`config.mk`:
```
export PLATFORM = sky130hd
export DESIGN_NAME = fetch_exec_ctrl_flat
export DESIGN_NICKNAME = d
export VERILOG_FILES = /design/src/rtl/fetch_exec_pkg.sv /design/src/rtl/fetch_exec_ctrl_if.sv /design/src/rtl/fetch_exec_regfile.sv /design/src/rtl/fetch_exec_ctrl.sv /design/src/flat_wrapper.sv
export SDC_FILE = /design/constraint.sdc
export NUM_CORES = 2
export LEC_CHECK = 0
export BUFFER_PORTS_ARGS = -buffer_cell sky130_fd_sc_hd__buf_2
export CAP_MARGIN = 15
export CORE_ASPECT_RATIO = 1.75
export CORE_MARGIN = 2
export CORE_UTILIZATION = 33
export DETAILED_ROUTE_END_ITERATION = 8
export GPL_TIMING_DRIVEN = 0
export PLACE_DENSITY_LB_ADDON = 0.05
export SLEW_MARGIN = 20
export SYNTH_ARGS = -nofsm -noshare
export SYNTH_HDL_FRONTEND = slang
export SYNTH_SLANG_ARGS = --single-unit
export TNS_END_PERCENT = 30
```
`constraint.sdc`:
```
create_clock -name clk -period 7.4 [get_ports clk]
set_clock_uncertainty 0.15 [all_clocks]
set_input_delay 1.48 -clock clk [delete_from_list [all_inputs] [get_ports clk]]
set_output_delay 1.48 -clock clk [all_outputs]
set_load 0.1 [all_outputs]
```
`src/rtl/fetch_exec_pkg.sv`:
```
// ---------------------------------------------------------------------------
// fetch_exec_pkg
// Shared definitions for the fetch/execute controller slice:
//   - state_t     : two-phase controller state (FETCH / EXEC)
//   - OP_*        : recognised opcodes (LW, SW, HALT)
//   - field positions of the 32-bit instruction word
//   - sext_imm()  : sign-extends the 16-bit immediate to 32 bits
// ---------------------------------------------------------------------------
package fetch_exec_pkg;

   typedef enum logic {
      ST_FETCH = 1'b0,
      ST_EXEC  = 1'b1
   } state_t;

   localparam logic [5:0] OP_LW   = 6'b100011;
   localparam logic [5:0] OP_SW   = 6'b101011;
   localparam logic [5:0] OP_HALT = 6'b111111;

   localparam int OP_MSB  = 31;
   localparam int OP_LSB  = 26;
   localparam int RS_MSB  = 25;
   localparam int RS_LSB  = 21;
   localparam int RT_MSB  = 20;
   localparam int RT_LSB  = 16;
   localparam int IMM_MSB = 15;
   localparam int IMM_LSB = 0;

   function automatic logic signed [31:0] sext_imm(input logic [15:0] imm);
      return signed'({{16{imm[15]}}, imm});
   endfunction

endpackage

```
`src/rtl/fetch_exec_ctrl_if.sv`:
```
// ---------------------------------------------------------------------------
// fetch_exec_ctrl_if
// Memory-side bus of the fetch/execute controller.
//   E             : memory phase flag (0 = fetch, 1 = execute), from memory
//   PC_in         : address of the instruction currently on Iout
//   Iout          : instruction being executed
//   Mout          : load data, valid in the fetch cycle after an execute
//   Next_PC       : next fetch address, to memory
//   data_addr_out : load/store byte address, to memory
//   data_out      : store data, to memory
//   S             : store strobe, sampled by memory while E = 1
// Modports: master = controller side, slave = memory side.
// ---------------------------------------------------------------------------
interface fetch_exec_ctrl_if;
   logic        E;
   logic [31:0] PC_in;
   logic [31:0] Iout;
   logic [31:0] Mout;
   logic [31:0] Next_PC;
   logic [31:0] data_addr_out;
   logic [31:0] data_out;
   logic        S;

   modport master (
      input  E, PC_in, Iout, Mout,
      output Next_PC, data_addr_out, data_out, S
   );

   modport slave (
      output E, PC_in, Iout, Mout,
      input  Next_PC, data_addr_out, data_out, S
   );
endinterface

```
`src/rtl/fetch_exec_regfile.sv`:
```
// ---------------------------------------------------------------------------
// fetch_exec_regfile
// 32 x 32-bit register file, two asynchronous read ports, one synchronous
// write port. R0 always reads zero and writes to it are dropped.
// Ports:
//   clk, Reset   : clock, synchronous active-high reset (clears all regs)
//   ra1/rd1      : read port 1 address / data
//   ra2/rd2      : read port 2 address / data
//   we, wa, wd   : write enable, address, data
// ---------------------------------------------------------------------------
module fetch_exec_regfile (
   input  logic        clk,
   input  logic        Reset,
   input  logic [4:0]  ra1,
   output logic [31:0] rd1,
   input  logic [4:0]  ra2,
   output logic [31:0] rd2,
   input  logic        we,
   input  logic [4:0]  wa,
   input  logic [31:0] wd
);

   logic [31:0] regs [32];

   always_ff @(posedge clk) begin
      if (Reset) begin
         for (int i = 0; i < 32; i++) regs[i] <= '0;
      end else if (we && (wa != 5'd0)) begin
         regs[wa] <= wd;
      end
   end

   assign rd1 = (ra1 == 5'd0) ? 32'd0 : regs[ra1];
   assign rd2 = (ra2 == 5'd0) ? 32'd0 : regs[ra2];

endmodule

```
`src/rtl/fetch_exec_ctrl.sv`:
```
// ---------------------------------------------------------------------------
// fetch_exec_ctrl
// Two-phase (FETCH/EXEC) controller executing LW/SW over a shared memory.
// In EXEC the load/store address and store data are produced
// combinationally from Iout; a load's data arrives on Mout in the following
// FETCH and is written back then. A phase mismatch between E and the
// internal state raises a sticky phase_err, suppresses all side effects
// for that cycle and resynchronises the state to memory.
// Parameters:
//   RESET_PC : pc value after reset
//   CNT_W    : width of the retired-instruction counter
// Ports:
//   clk, Reset : clock, synchronous active-high reset
//   bus        : fetch_exec_ctrl_if.master (E, PC_in, Iout, Mout in;
//                Next_PC, data_addr_out, data_out, S out)
//   instr_cnt  : retired-instruction count (wraps)
//   phase_err  : sticky phase-mismatch flag
//   halted     : halt indication
// Configuration macro: FETCH_EXEC_HALT_EN -- opcode 6'b111111 halts the
// controller until Reset; otherwise it is a NOP and halted is tied low.
// ---------------------------------------------------------------------------
module fetch_exec_ctrl
   import fetch_exec_pkg::*;
#(
   parameter logic [31:0] RESET_PC = 32'h0000_0000,
   parameter int          CNT_W    = 16
) (
   input  logic                clk,
   input  logic                Reset,
   fetch_exec_ctrl_if.master   bus,
   output logic [CNT_W-1:0]    instr_cnt,
   output logic                phase_err,
   output logic                halted
);

   state_t      state;
   logic [31:0] pc;
   logic        pend_vld;
   logic [4:0]  pend_rt;

   logic [5:0]  opcode;
   logic [4:0]  rs;
   logic [4:0]  rt;
   logic [15:0] imm;
   logic [31:0] rs_data;
   logic [31:0] rt_data;
   logic signed [31:0] imm_sx;

   logic phase_ok;
   logic exec_ok;
   logic fetch_ok;
   logic is_lw;
   logic is_sw;
   logic is_halt;
   logic wb_en;

   // PC_in is informational only; the controller keeps its own pc.
   logic unused_pc_in;
   assign unused_pc_in = ^bus.PC_in;

   assign opcode = bus.Iout[OP_MSB:OP_LSB];
   assign rs     = bus.Iout[RS_MSB:RS_LSB];
   assign rt     = bus.Iout[RT_MSB:RT_LSB];
   assign imm    = bus.Iout[IMM_MSB:IMM_LSB];
   assign imm_sx = sext_imm(imm);

   assign is_lw = (opcode == OP_LW);
   assign is_sw = (opcode == OP_SW);

   // Memory phase must agree with the state; only then may anything commit.
   assign phase_ok = ((state == ST_EXEC) == bus.E);
   assign exec_ok  = phase_ok && (state == ST_EXEC)  && !halted;
   assign fetch_ok = phase_ok && (state == ST_FETCH) && !halted;
   assign wb_en    = fetch_ok && pend_vld;

   fetch_exec_regfile u_regfile (
      .clk   (clk),
      .Reset (Reset),
      .ra1   (rs),
      .rd1   (rs_data),
      .ra2   (rt),
      .rd2   (rt_data),
      .we    (wb_en),
      .wa    (pend_rt),
      .wd    (bus.Mout)
   );

   always_comb begin
      bus.S             = 1'b0;
      bus.data_addr_out = 32'd0;
      bus.data_out      = 32'd0;
      if (exec_ok) begin
         bus.S             = is_sw;
         bus.data_addr_out = rs_data + $unsigned(imm_sx);
         bus.data_out      = rt_data;
      end
   end

   assign bus.Next_PC = pc;

`ifdef FETCH_EXEC_HALT_EN
   logic halted_q;

   assign is_halt = (opcode == OP_HALT);
   assign halted  = halted_q;

   always_ff @(posedge clk) begin
      if (Reset)
         halted_q <= 1'b0;
      else if (exec_ok && is_halt)
         halted_q <= 1'b1;
   end
`else
   assign is_halt = 1'b0;
   assign halted  = 1'b0;
`endif

   always_ff @(posedge clk) begin
      if (Reset) begin
         state     <= ST_FETCH;
         pc        <= RESET_PC;
         instr_cnt <= '0;
         phase_err <= 1'b0;
         pend_vld  <= 1'b0;
         pend_rt   <= 5'd0;
      end else if (!phase_ok) begin
         // Follow memory: E=1 means it is executing, so we fetch next.
         phase_err <= 1'b1;
         state     <= bus.E ? ST_FETCH : ST_EXEC;
      end else begin
         state <= (state == ST_FETCH) ? ST_EXEC : ST_FETCH;
         if (exec_ok && !is_halt) begin
            pc        <= pc + 32'd4;
            instr_cnt <= instr_cnt + CNT_W'(1);
            if (is_lw) begin
               pend_vld <= 1'b1;
               pend_rt  <= rt;
            end
         end
         if (fetch_ok) pend_vld <= 1'b0;
      end
   end

endmodule
```
`src/flat_wrapper.sv`:
```
// flat-port wrapper written by rule: the top's interface ports become plain ports
module fetch_exec_ctrl_flat import fetch_exec_pkg::*;
#(
   parameter logic [31:0] RESET_PC = 32'h0000_0000,
   parameter int          CNT_W    = 16
)
  (clk, Reset, instr_cnt, phase_err, halted, bus_E, bus_PC_in, bus_Iout, bus_Mout, bus_Next_PC, bus_data_addr_out, bus_data_out, bus_S);
  fetch_exec_ctrl_if bus_i ();
  input  logic clk;
  input  logic Reset;
  output logic [CNT_W-1:0] instr_cnt;
  output logic phase_err;
  output logic halted;
  input wire logic [$bits(bus_i.E)-1:0] bus_E;
  input wire logic [$bits(bus_i.PC_in)-1:0] bus_PC_in;
  input wire logic [$bits(bus_i.Iout)-1:0] bus_Iout;
  input wire logic [$bits(bus_i.Mout)-1:0] bus_Mout;
  output wire logic [$bits(bus_i.Next_PC)-1:0] bus_Next_PC;
  output wire logic [$bits(bus_i.data_addr_out)-1:0] bus_data_addr_out;
  output wire logic [$bits(bus_i.data_out)-1:0] bus_data_out;
  output wire logic [$bits(bus_i.S)-1:0] bus_S;
  assign bus_i.E = bus_E;
  assign bus_i.PC_in = bus_PC_in;
  assign bus_i.Iout = bus_Iout;
  assign bus_i.Mout = bus_Mout;
  assign bus_Next_PC = bus_i.Next_PC;
  assign bus_data_addr_out = bus_i.data_addr_out;
  assign bus_data_out = bus_i.data_out;
  assign bus_S = bus_i.S;
  fetch_exec_ctrl #(.RESET_PC(RESET_PC), .CNT_W(CNT_W)) u_core (.clk(clk), .Reset(Reset), .bus(bus_i), .instr_cnt(instr_cnt), .phase_err(phase_err), .halted(halted));
endmodule
```
==> flow_summary.toml <==
[sta]
hold_viol = 0
relSlewSlack_pct = 24.93
layout_setup_ws_ns = -0.1109
fin_crit_sh_pct = 101.5
worst_pin_slew_ns = 1.122
finalMaxSlewViolations = 0
period_minus_slack_ns = 7.511
setup_viol = 10
max_freq_mhz = 133.1
grt_setup_unrepaired = "true"

[floorplan]
fp.dieH_um = 559.8
start_util_pct = 33.13
fp.dieArea_um2 = 180000
die_w_um = 321.6
ios = 214
placementRows = 204
coreArea_um2 = 175900

[grt]
first_global_vias = 35670
grtUsageTotal_pct = 22.65
grt_first_pass_wirelength_um = 281300
gr-total-overflow = 0
grt_max_degree = 33
antenna_found_initial = 7

[placement]
place_congestion = 0.8349
hpwl_um = 164000
placed_area_um2 = 62260
io_buffers = 172
dp_cells = 6229

[synth]
synthArstFlopShare_pct = 0
ys_top_cells_by_area = "edfxtp_1 53%, mux4_2 25%, and2_1 11%"
yosysTopAreaCellShare_pct = 52.78
synth.avg_cell_area_um2 = 15.52
syn_inst = 3753
seq_area_frac_synth_pct = 54.64
synth_edf_count = 1024
synth_seq_cells = 1078
yosys.area.top_type = "edfxtp_1"
netlist_area_um2 = 58260
yosysMostFrequentCell = "edfxtp_1"
synthTopCellsByCount = "1024 x edfxtp_1, 1014 x and2_1, 635 x mux4_2"
yosysWarnings = 0
ys_types = 58
synth_ff_type = "edfxtp_1"

[clocking]
numCtsBuffers = 111
worstSkewPairLatency_ns = 0.76
clockBufferDepth = 3
htreeDepth = 3
ctsRootBufferMaster = "clkbuf_16"
cts_tree = "built"
path_clk_slew_ns = 0.06
clock-sinks = 1078

[finish]
syn_to_final_growth_pct = 15.40
fin_util_pct = 38.23
fill_cells = 16450
fin_cells = 6463
drive_gt1_share_pct = 29.71
nets = 4236
fin_area_um2 = 67230

[route]
top_layer_used = "met5"
route.met2.wl_um = 110700
wl_met1_um = 78840
vias_per_cell = 5.264
ant_nets = 0
drt_first_pass_iters = 5
dr_wl_met3_um = 8643
drc = 0
wl_per_cell_um = 31.52
drt-initial-drc-count = 2400
wirelength_um = 203700
vias = 34020

[power]
ir_drop_mv = 0.1889
p_per_area_nw_per_um2 = 221.3
p_leak_nw = 23.98
finalPower_w = 0.01488

[flow_run]
drv_cap = 0

[critical_path]
worstSetupStartpointType = "input port"
crit_arrival_ns = 5.88
reg2reg_depth = 7
crit_fanout = 8
crit_required_ns = 5.77
critPathKind = "input port to output pin"
cp-end-kind = "output pin"

[worst_hold_path]
min_path_cells = 2
hp-class = "flip-flop to flip-flop"

[status]
violations = "negative setup slack"
outcome = "finished with violations"
[logic make-up after synthesis]
logic type               after synthesis  share of synthesized area [%]
AO/OA/AOI/OAI                        119                          1.278
XOR/XNOR                              57                         0.8570
adder cells (fa/ha/maj)               37                         0.8076
buffers and inverters                382                          2.738
flip-flops                          1078                          54.64
multiplexers                         713                          25.90
other                                  1                       0.006437
AND/OR/NAND/NOR                     1366                          13.77
[power breakdown]
group | switching, W | total, W | internal [W]
registers | 0.0000989 | 0.00697 | 0.00687
clock network | 0.00261 | 0.00577 | 0.00316
logic | 0.00130 | 0.00215 | 0.000849
[cell usage in the layout (no fill, tap or decap), types with 8 or more instances in the layout]
cell | synthesis | routed
and3_1 | 11 | 10
ha_1 | 36 | 27
dfxtp_1 | 54 | 54
clkbuf_2 | 0 | 28
xnor2_1 | 21 | 19
nor2_1 | 165 | 161
clkbuf_4 | 0 | 8
nand4_1 | 13 | 13
xor2_1 | 36 | 36
buf_4 | 4 | 43
clkbuf_16 | 0 | 115
and2_1 | 1014 | 1010
edfxtp_1 | 1024 | 1024
or2_2 | 31 | 28
nand3_1 | 29 | 29
buf_2 | 57 | 191
buf_16 | 0 | 8
a21o_1 | 9 | 9
mux2i_1 | 73 | 48
a21oi_1 | 32 | 27
nor2b_1 | 8 | 8
or3_1 | 10 | 10
clkinv_2 | 0 | 21
buf_6 | 10 | 23
inv_1 | 8 | 8
mux4_2 | 635 | 635
mux2i_2 | 0 | 14
clkinv_1 | 0 | 22
bufinv_16 | 0 | 10
conb_1 | 1 | 35
clkbuf_1 | 278 | 253
mux2i_4 | 0 | 11
o21ai_0 | 27 | 21
nand2_1 | 41 | 40
nor3_1 | 13 | 9
buf_12 | 0 | 19
[cell type report]
type,instances,area (um^2),area share [%]
sequential,1078,31830,47.35
multi-input combinational,2327,25480,37.90
clock buffer,133,2917,4.338
tap,2266,2835,4.217
buffer,368,2044,3.041
timing repair buffer,206,1414,2.103
clock inverter,70,661.9,0.9846
inverter,8,30.03,0.04467
antenna,7,17.52,0.02606
[metrics by stage]
| step | setup TNS, ns | worst slack, ns | hold slack (ns) |
|---|---|---|---|
| final | -0.5741 | -0.1109 | 0.3182 |
| after global routing | -3.105 | -0.2401 | 0.3444 |
| after CTS | -1.794 | -0.2219 | 0.3211 |
| after detailed placement | -42.92 | -2.058 | 0.3061 |
| after global placement | -46.11 | -2.168 | 0.2960 |
| after floorplan | -1.033 | -0.4378 | 0.3647 |
[final timing paths]
path / end / startpoint / slack (ns)
worst max-delay path: bus_data_addr_out[28] / bus_Iout[21] / -0.11
worst min-delay path: u_core.phase_err / u_core.phase_err / 0.32
worst max register to register: u_core.u_regfile.regs[17][19] / u_core.state / 3.27
worst min register to register: u_core.phase_err / u_core.phase_err / 0.32
[layer usage]
layer | up-vias | GRT usage [%]
met4 | 2 | 6.157
met3 | 187 | 2.733
met1 | 17900 | 27.21
met2 | 860 | 42.23
li1 | 15080 | -
met5 | - | 0
[sequential cells by signal (all words and copies together) (netlist names)]
name	count
u_core.state	1
u_core.pend_rt	5
u_core.phase_err	1
u_core.pend_vld	1
u_core.u_regfile.regs	1024
u_core.instr_cnt	16
u_core.bus.Next_PC	30
[timing repair]
item,4_1_cts,5_1_grt
endpoints found under the hold margin,0,0
setup endpoints to repair,31,23
setup buffers,26,1
gates resized for setup,232,56
hold buffers,0,0
gates cloned,0,2
pin swaps,17,13
[critical path, stage by stage]
cell	delay (ns)
buf_16	0.10
buf_16	0.16
buf_16	0.16
buf_16	0.13
mux4_2	0.52
mux4_2	0.58
mux2i_4	0.22
nor2_4	0.09
ha_4	0.19
fa_2	0.38
a211oi_2	0.21
o21bai_1	0.12
a21oi_2	0.28
a21oi_4	0.14
a21oi_4	0.29
o21bai_4	0.11
a31oi_4	0.20
mux2i_4	0.28
buf_12	0.20
No activity file was read; power rests on OpenSTA's default activity.
